File: config.mk
export PLATFORM = sky130hd
export DESIGN_NAME = serial_add_sub
export DESIGN_NICKNAME = d
export VERILOG_FILES = /design/src/rtl/serial_add_sub.sv
export SDC_FILE = /design/constraint.sdc
export NUM_CORES = 1
export LEC_CHECK = 0
export ABC_AREA = 0
export BUFFER_PORTS_ARGS = -buffer_cell sky130_fd_sc_hd__buf_2
export CAP_MARGIN = 25
export CORE_MARGIN = 2
export CORE_UTILIZATION = 59
export CTS_CLUSTER_SIZE = 20
export DETAILED_ROUTE_END_ITERATION = 8
export GPL_TIMING_DRIVEN = 1
export PLACE_DENSITY = 0.84
export SETUP_SLACK_MARGIN = 0.5
export SYNTH_ARGS = -nofsm -noshare
export SYNTH_HDL_FRONTEND = slang
export SYNTH_SLANG_ARGS = --single-unit
File: constraint.sdc
create_clock -name clk -period 6.5 [get_ports clk]
set_input_delay 1.3 -clock clk [delete_from_list [all_inputs] [get_ports clk]]
set_output_delay 1.3 -clock clk [all_outputs]
set_load 0.02 [all_outputs]
File: src/rtl/serial_add_sub.sv
// Bit-serial adder/subtractor: a single full-adder slice walks the operands LSB first,
// producing one result bit per clock, with NZCV-style flags captured on completion.
module serial_add_sub #(
    parameter int WIDTH = 8
) (
    input  logic             clk,
    input  logic             rst,
    input  logic             start,
    input  logic             mode,
    input  logic [WIDTH-1:0] A,
    input  logic [WIDTH-1:0] B,
    output logic [WIDTH-1:0] S,
    output logic             Cout,
    output logic             V,
    output logic             Z,
    output logic             N,
    output logic             busy,
    output logic             done
);

    localparam int CW = ($clog2(WIDTH) < 1) ? 1 : $clog2(WIDTH);
    localparam logic [CW-1:0] LAST = CW'(WIDTH - 1);

    typedef enum logic [1:0] {
        IDLE,
        RUN,
        DONE
    } state_t;

    state_t           state_q;
    logic [WIDTH-1:0] a_q;
    logic [WIDTH-1:0] b_q;
    logic             carry_q;
    logic [CW-1:0]    cnt_q;
    logic [WIDTH-1:0] s_q;
    logic             cout_q;
    logic             v_q;
    logic             z_q;
    logic             n_q;
    logic             busy_q;
    logic             done_q;

    logic             a_bit;
    logic             b_bit;
    logic             sum_bit;
    logic             carry_d;
    logic [WIDTH-1:0] s_d;
    logic             last_bit;

    // Full-adder slice operating on the bit selected by the counter.
    always_comb begin
        a_bit          = a_q[cnt_q];
        b_bit          = b_q[cnt_q];
        sum_bit        = a_bit ^ b_bit ^ carry_q;
        carry_d        = (a_bit & b_bit) | (carry_q & (a_bit ^ b_bit));
        s_d            = s_q;
        s_d[cnt_q]     = sum_bit;
        last_bit       = (cnt_q == LAST);
    end

    always_ff @(posedge clk or posedge rst) begin
        if (rst) begin
            state_q <= IDLE;
            a_q     <= '0;
            b_q     <= '0;
            carry_q <= 1'b0;
            cnt_q   <= '0;
            s_q     <= '0;
            cout_q  <= 1'b0;
            v_q     <= 1'b0;
            z_q     <= 1'b1;
            n_q     <= 1'b0;
            busy_q  <= 1'b0;
            done_q  <= 1'b0;
        end else begin
            case (state_q)
                IDLE, DONE: begin
                    if (start) begin
                        // Subtraction is A + ~B + 1: invert B here, inject the +1 as carry-in.
                        a_q     <= A;
                        b_q     <= B ^ {WIDTH{mode}};
                        carry_q <= mode;
                        cnt_q   <= '0;
                        state_q <= RUN;
                        busy_q  <= 1'b1;
                        done_q  <= 1'b0;
                    end else begin
                        state_q <= IDLE;
                        busy_q  <= 1'b0;
                        done_q  <= 1'b0;
                    end
                end
                RUN: begin
                    s_q     <= s_d;
                    carry_q <= carry_d;
                    if (last_bit) begin
                        // Signed overflow: carry into the MSB differs from carry out of it.
                        cout_q  <= carry_d;
                        v_q     <= carry_q ^ carry_d;
                        z_q     <= (s_d == '0);
                        n_q     <= sum_bit;
                        state_q <= DONE;
                        busy_q  <= 1'b0;
                        done_q  <= 1'b1;
                    end else begin
                        cnt_q   <= cnt_q + CW'(1);
                    end
                end
                default: begin
                    state_q <= IDLE;
                    busy_q  <= 1'b0;
                    done_q  <= 1'b0;
                end
            endcase
        end
    end

    assign S    = s_q;
    assign Cout = cout_q;
    assign V    = v_q;
    assign Z    = z_q;
    assign N    = n_q;
    assign busy = busy_q;
    assign done = done_q;

endmodule

# Word-level counts from Yosys, hierarchy flattened
# Index checks and enable logic that the tools add are counted.
dict set report op_classes {
  addsub 1
  order_cmp 2
  n_eq_ne 6
  n_mux 20
  bitwise 7
  reduce_logical 9
}
# cell n
set op_table {}
lappend op_table {{$mux 1} 9}
lappend op_table {{$bwmux 8} 1}
lappend op_table {{$logic_not 8->1} 1}
lappend op_table {{$xor 8x8->8} 1}
lappend op_table {{$bmux 1 s3} 2}
lappend op_table {{$mux 3} 2}
lappend op_table {{$ne 2x2->1 const B} 3}
lappend op_table {{$pmux 3 s2} 1}
lappend op_table {{$reduce_and 2->1} 3}
lappend op_table {{$lt 3x4->1 const B} 1}
lappend op_table {{$pmux 1 s2} 2}
lappend op_table {{$pmux 2 s2} 1}
lappend op_table {{$add 3x1->3 const B} 1}
lappend op_table {{$demux 1 s3} 1}
lappend op_table {{$eq 3x3->1 const B} 1}
lappend op_table {{$ge 3x1->1 const B} 1}
lappend op_table {{$reduce_and 3->1} 1}
lappend op_table {{$xor 1x1->1} 3}
lappend op_table {{$and 1x1->1} 2}
lappend op_table {{$eq 2x1->1 const B} 1}
lappend op_table {{$eq 2x2->1 const B} 1}
lappend op_table {{$logic_not 2->1} 1}
lappend op_table {{$mux 2} 1}
lappend op_table {{$reduce_bool 2->1} 1}
lappend op_table {{3 further kinds} 3}
dict set report totals {
  register_bits 36
  in_bits 20
  out_inout_bits 14
  elab_cells 57
}

# Depth between registers and ports, before layout
dict set report logic_depth {
  ltp_word 6
  mapped_depth 10
  mapped_depth_nobuf 8
}

# Worst setup path before layout
# Ideal clock, no wire load.
dict set report synth_path {
  path_kind {register to register}
  from {reg cnt_q[2]}
  to {reg z_q, in the netlist Z}
  setup_time_ps 86
  arrival_ps 2389
  required_time_ps 6414
  setup_slack_ps 4025
  path_stages_with_launch 9
  path_buffers 2
  synth_period_minus_slack_ps 2475
  path_cell_list {dfrtp_1 buf_6 mux4_2 mux2_4 fa_1 clkbuf_1 mux2i_1 nand2_1 o31ai_2}
}
dict set report synth_between {
  elab_chain_len 6
  elab_cells_between_ends 15
  cone_classes {2 x order compare; 1 x eq/ne; 7 x mux; 2 x bitwise; 3 x reduce/logical}
}
# element line_no
set synth_lines {}
lappend synth_lines {{from (decl)} 34} ;# logic [CW-1:0] cnt_q;
lappend synth_lines {{from (signal assigned)} 106} ;# cnt_q <= cnt_q + CW'(1);
lappend synth_lines {{$bmux 1 s3 (on tied branches)} {52, 53}}
lappend synth_lines {{$mux 1 (on tied branches)} {52, 53}}
lappend synth_lines {{$xor 1x1->1 * (2 in series)} 54} ;# sum_bit = a_bit ^ b_bit ^ carry_q;
lappend synth_lines {{via sum_bit} 45} ;# logic sum_bit;
lappend synth_lines {{$bwmux 8 *} 57} ;# s_d[cnt_q] = sum_bit;
lappend synth_lines {{$logic_not 8->1 *} 100} ;# z_q <= (s_d == '0);
lappend synth_lines {{to (signal assigned)} 100}
lappend synth_lines {{to (decl)} 38} ;# logic z_q;
# The timed path passes the listed nets; every way through them passes the cells marked *. The select of a mux whose other input is x is not followed.
# A chain may end at the register's enable or synchronous reset.

# Worst setup path in the final report
dict set report layout_path {
  from {reg cnt_q[1]}
  to {reg z_q, in the netlist Z}
}
# The elaborated chain is that of the path after synthesis.

==> impl_metrics.ini <==
[sta]
fin_crit_ns = 3.353
grt_setup_unrepaired = no
setup_viol = 0
report.final.slew_viol_count = 0
hold_viol_final = 0
finalCritPeriodShare_pct = 51.58
tns_ns = 0
clock.fmax_mhz = 298.2
maxSlewHeadroom_pct = 33.32
worstMarginPinSlew_ns = 1.000
finalClockSkew_ns = 0.01386

[placed_design]
dp_hpwl_um = 2484
dpl_cell_area_sq_mm = 0.001991
place.gp.congestion = 0.8099
io_buffers = 33

[yosys]
ys_ff_latch = 35
syn_nets = 186
async_flop_share_pct = 100.0
netlist_area_sq_mm = 0.001861
yosysTopAreaCellShare_pct = 45.73
synth_ff_type = dfrtp_1
syn_area_per_cell_sq_um = 11.41
synth_cells = 163
netlist_top_cells_area = dfrtp_1 46%, mux2_2 10%, xnor2_1 4.7%
yosysTopAreaCell = dfrtp_1
synth_edf_count = 0
yosysSeqAreaShare_pct = 47.14
synthDistinctLibCells = 39
ys_warn_count = 0

[min_path]
min-delay-path-class = reg -> reg

[finish]
final_common_cell = dfrtp_1
antenna_cells = 0
drive_gt1_share_pct = 35.42
layout_common_cells = 34 x dfrtp_1, 33 x buf_2, 22 x nand2_1
fillers = 249
regArea_sq_um = 877.1
final_nets = 214
multiInputGateArea_sq_um = 878.3
design_area_sq_mm = 0.002051
area_growth_syn_to_layout_pct = 10.22

[die]
die_x_um = 60.16
num_rows = 20
die-area_sq_mm = 0.003619
core_area_sq_mm = 0.003028
initial_utilization_pct = 61.45
ioPinCount = 34
fp.dieH_um = 60.16

[critical_path]
path_delay_family = flip-flops
crit_buf_inv = 0
cpMaxStageDelayCell = dfrtp_1
crit_path_cell_trace = mux4_2, mux2_4, fa_1, nand4b_1, a21oi_1, o2bb2ai_1, o31ai_2
end_kind = register
worst_ep_required_time_ns = 6.75
arrival_ns = 3.61
critPathMaxStageDelay_ns = 0.94
crit_path_max_fanout = 25
critPathLaunchType = register
critPathKind = reg -> reg
r2r_slack_ns = 3.15

[run_status]
status = complete, no violations

[clock_network]
root_buffer = clkbuf_4
clock-sinks = 35
htree_levels = 2
tritoncts = done
cts_buffers = 5
postCtsHoldBufs = 0
cts.repair.resized = 0
path_clk_slew_ns = 0.10
cts_buffer_depth = 2
post_cts.repair.setup_buffers = 0
insertion_delay_ns = 0.34

[global_routing]
antenna_found_initial = 0
grt_pass1_wl_um = 5885
grt_max_degree = 36
grt_pass1_vias = 1349
grt_usage_pct = 22.69
gr-total-overflow = 0

[power]
p_per_area_mw_per_mm2 = 556.5
vdd_drop_max_mv = 0.2702
p_leak_uw = 0.0009525

[detailed_routing]
wl_per_cell_um = 14.64
via_per_inst = 5.513
vias = 1301
drtIter0Drc = 49
ant_nets = 0
first_pass_iters = 4
wl_um = 3456
post-route-drc-count = 0

[job]
drv_cap = 0
## path summary, 6_finish.rpt
path,from,end,depth (start not counted)
setup / recovery,cnt_q[1]$_DFFE_PP0P_,Z$_DFFE_PP1P_,7
hold reg to reg,busy$_DFFE_PP0P_,busy$_DFFE_PP0P_,2
min in group asynchronous,rst,a_q[0]$_DFFE_PP0P_,3
setup reg to reg,cnt_q[1]$_DFFE_PP0P_,Z$_DFFE_PP1P_,7
max in group asynchronous,rst,Z$_DFFE_PP1P_,3
hold / removal,busy$_DFFE_PP0P_,busy$_DFFE_PP0P_,2
## state kept, by name (all words and copies together), names as in the netlist, 2 cells and up
| name | flops |
|---|---|
| state_q | 2 |
| S | 8 |
| a_q | 8 |
| cnt_q | 3 |
| b_q | 8 |
## routing by layer
metal  track usage [%]  vias to the layer above  share of wire (%)  routed length (um)
li1                  -                      620                  -                   -
met1             25.46                      640                 40                1376
met2             40.06                       33                 54                1866
met3             6.926                        8                4.7                 163
met4             8.571                        0                1.4                  50
met5                 0                        -                  0                   0
## worst reg2reg max path: stages (launching register included)
cell       delay [ns]
dfrtp_1          0.94
mux4_2           0.60
mux2_4           0.29
fa_1             0.66
nand4b_1         0.27
a21oi_1          0.18
o2bb2ai_1        0.10
o31ai_2          0.23
## synthesized netlist by cell type (all sizes together), types with 2 or more instances
cell	instances
nor3	4
mux2i	6
nand2	22
buf	10
inv	2
dfrtp	34
ha	2
nand2b	2
xnor2	10
nand3	6
o21ai	15
nor2b	2
mux4	2
mux2	19
nor2	3
clkbuf	3
nand3b	3
nor3b	5
## through the flow
step	cells	hold slack (ns)	utilization (%)	setup slack [ns]	power, uW
global route	236	0.5196	67.73	2.945	1235
detailed placement	228	0.4659	65.74	3.190	1026
floorplan	163	0.4492	-	4.025	913.3
global placement	228	0.4592	65.74	3.345	977.6
CTS	236	0.4896	67.73	3.177	1150
finish	236	0.4834	67.73	3.147	1141
## power breakdown
| group | leakage, uW | switching (uW) | internal, uW | total [uW] |
|---|---|---|---|---|
| clock | 0.0000353 | 68.8 | 52.4 | 121 |
| sequential | 0.000419 | 127 | 326 | 453 |
| combinational | 0.000498 | 297 | 270 | 567 |
## area by class of cell
class / instances / area share (%)
clock inverter: 1 / 0.2441
clock buffer: 7 / 2.685
sequential: 35 / 42.77
timing repair buffer: 34 / 8.420
tap: 44 / 2.685
inverter: 2 / 0.3661
multi-input combinational: 113 / 42.83
## logic make-up after synthesis
family | Yosys count | synth area share [%]
xor gates and xnor gates | 10 | 4.707
DFF | 35 | 47.14
muxes | 27 | 17.55
buffers and inverters | 15 | 5.648
AOI/OAI and AO/OA | 22 | 7.196
and+or+nand+nor | 51 | 15.33
adders and majority gates | 3 | 2.421
(Power assumes the default switching activity.)
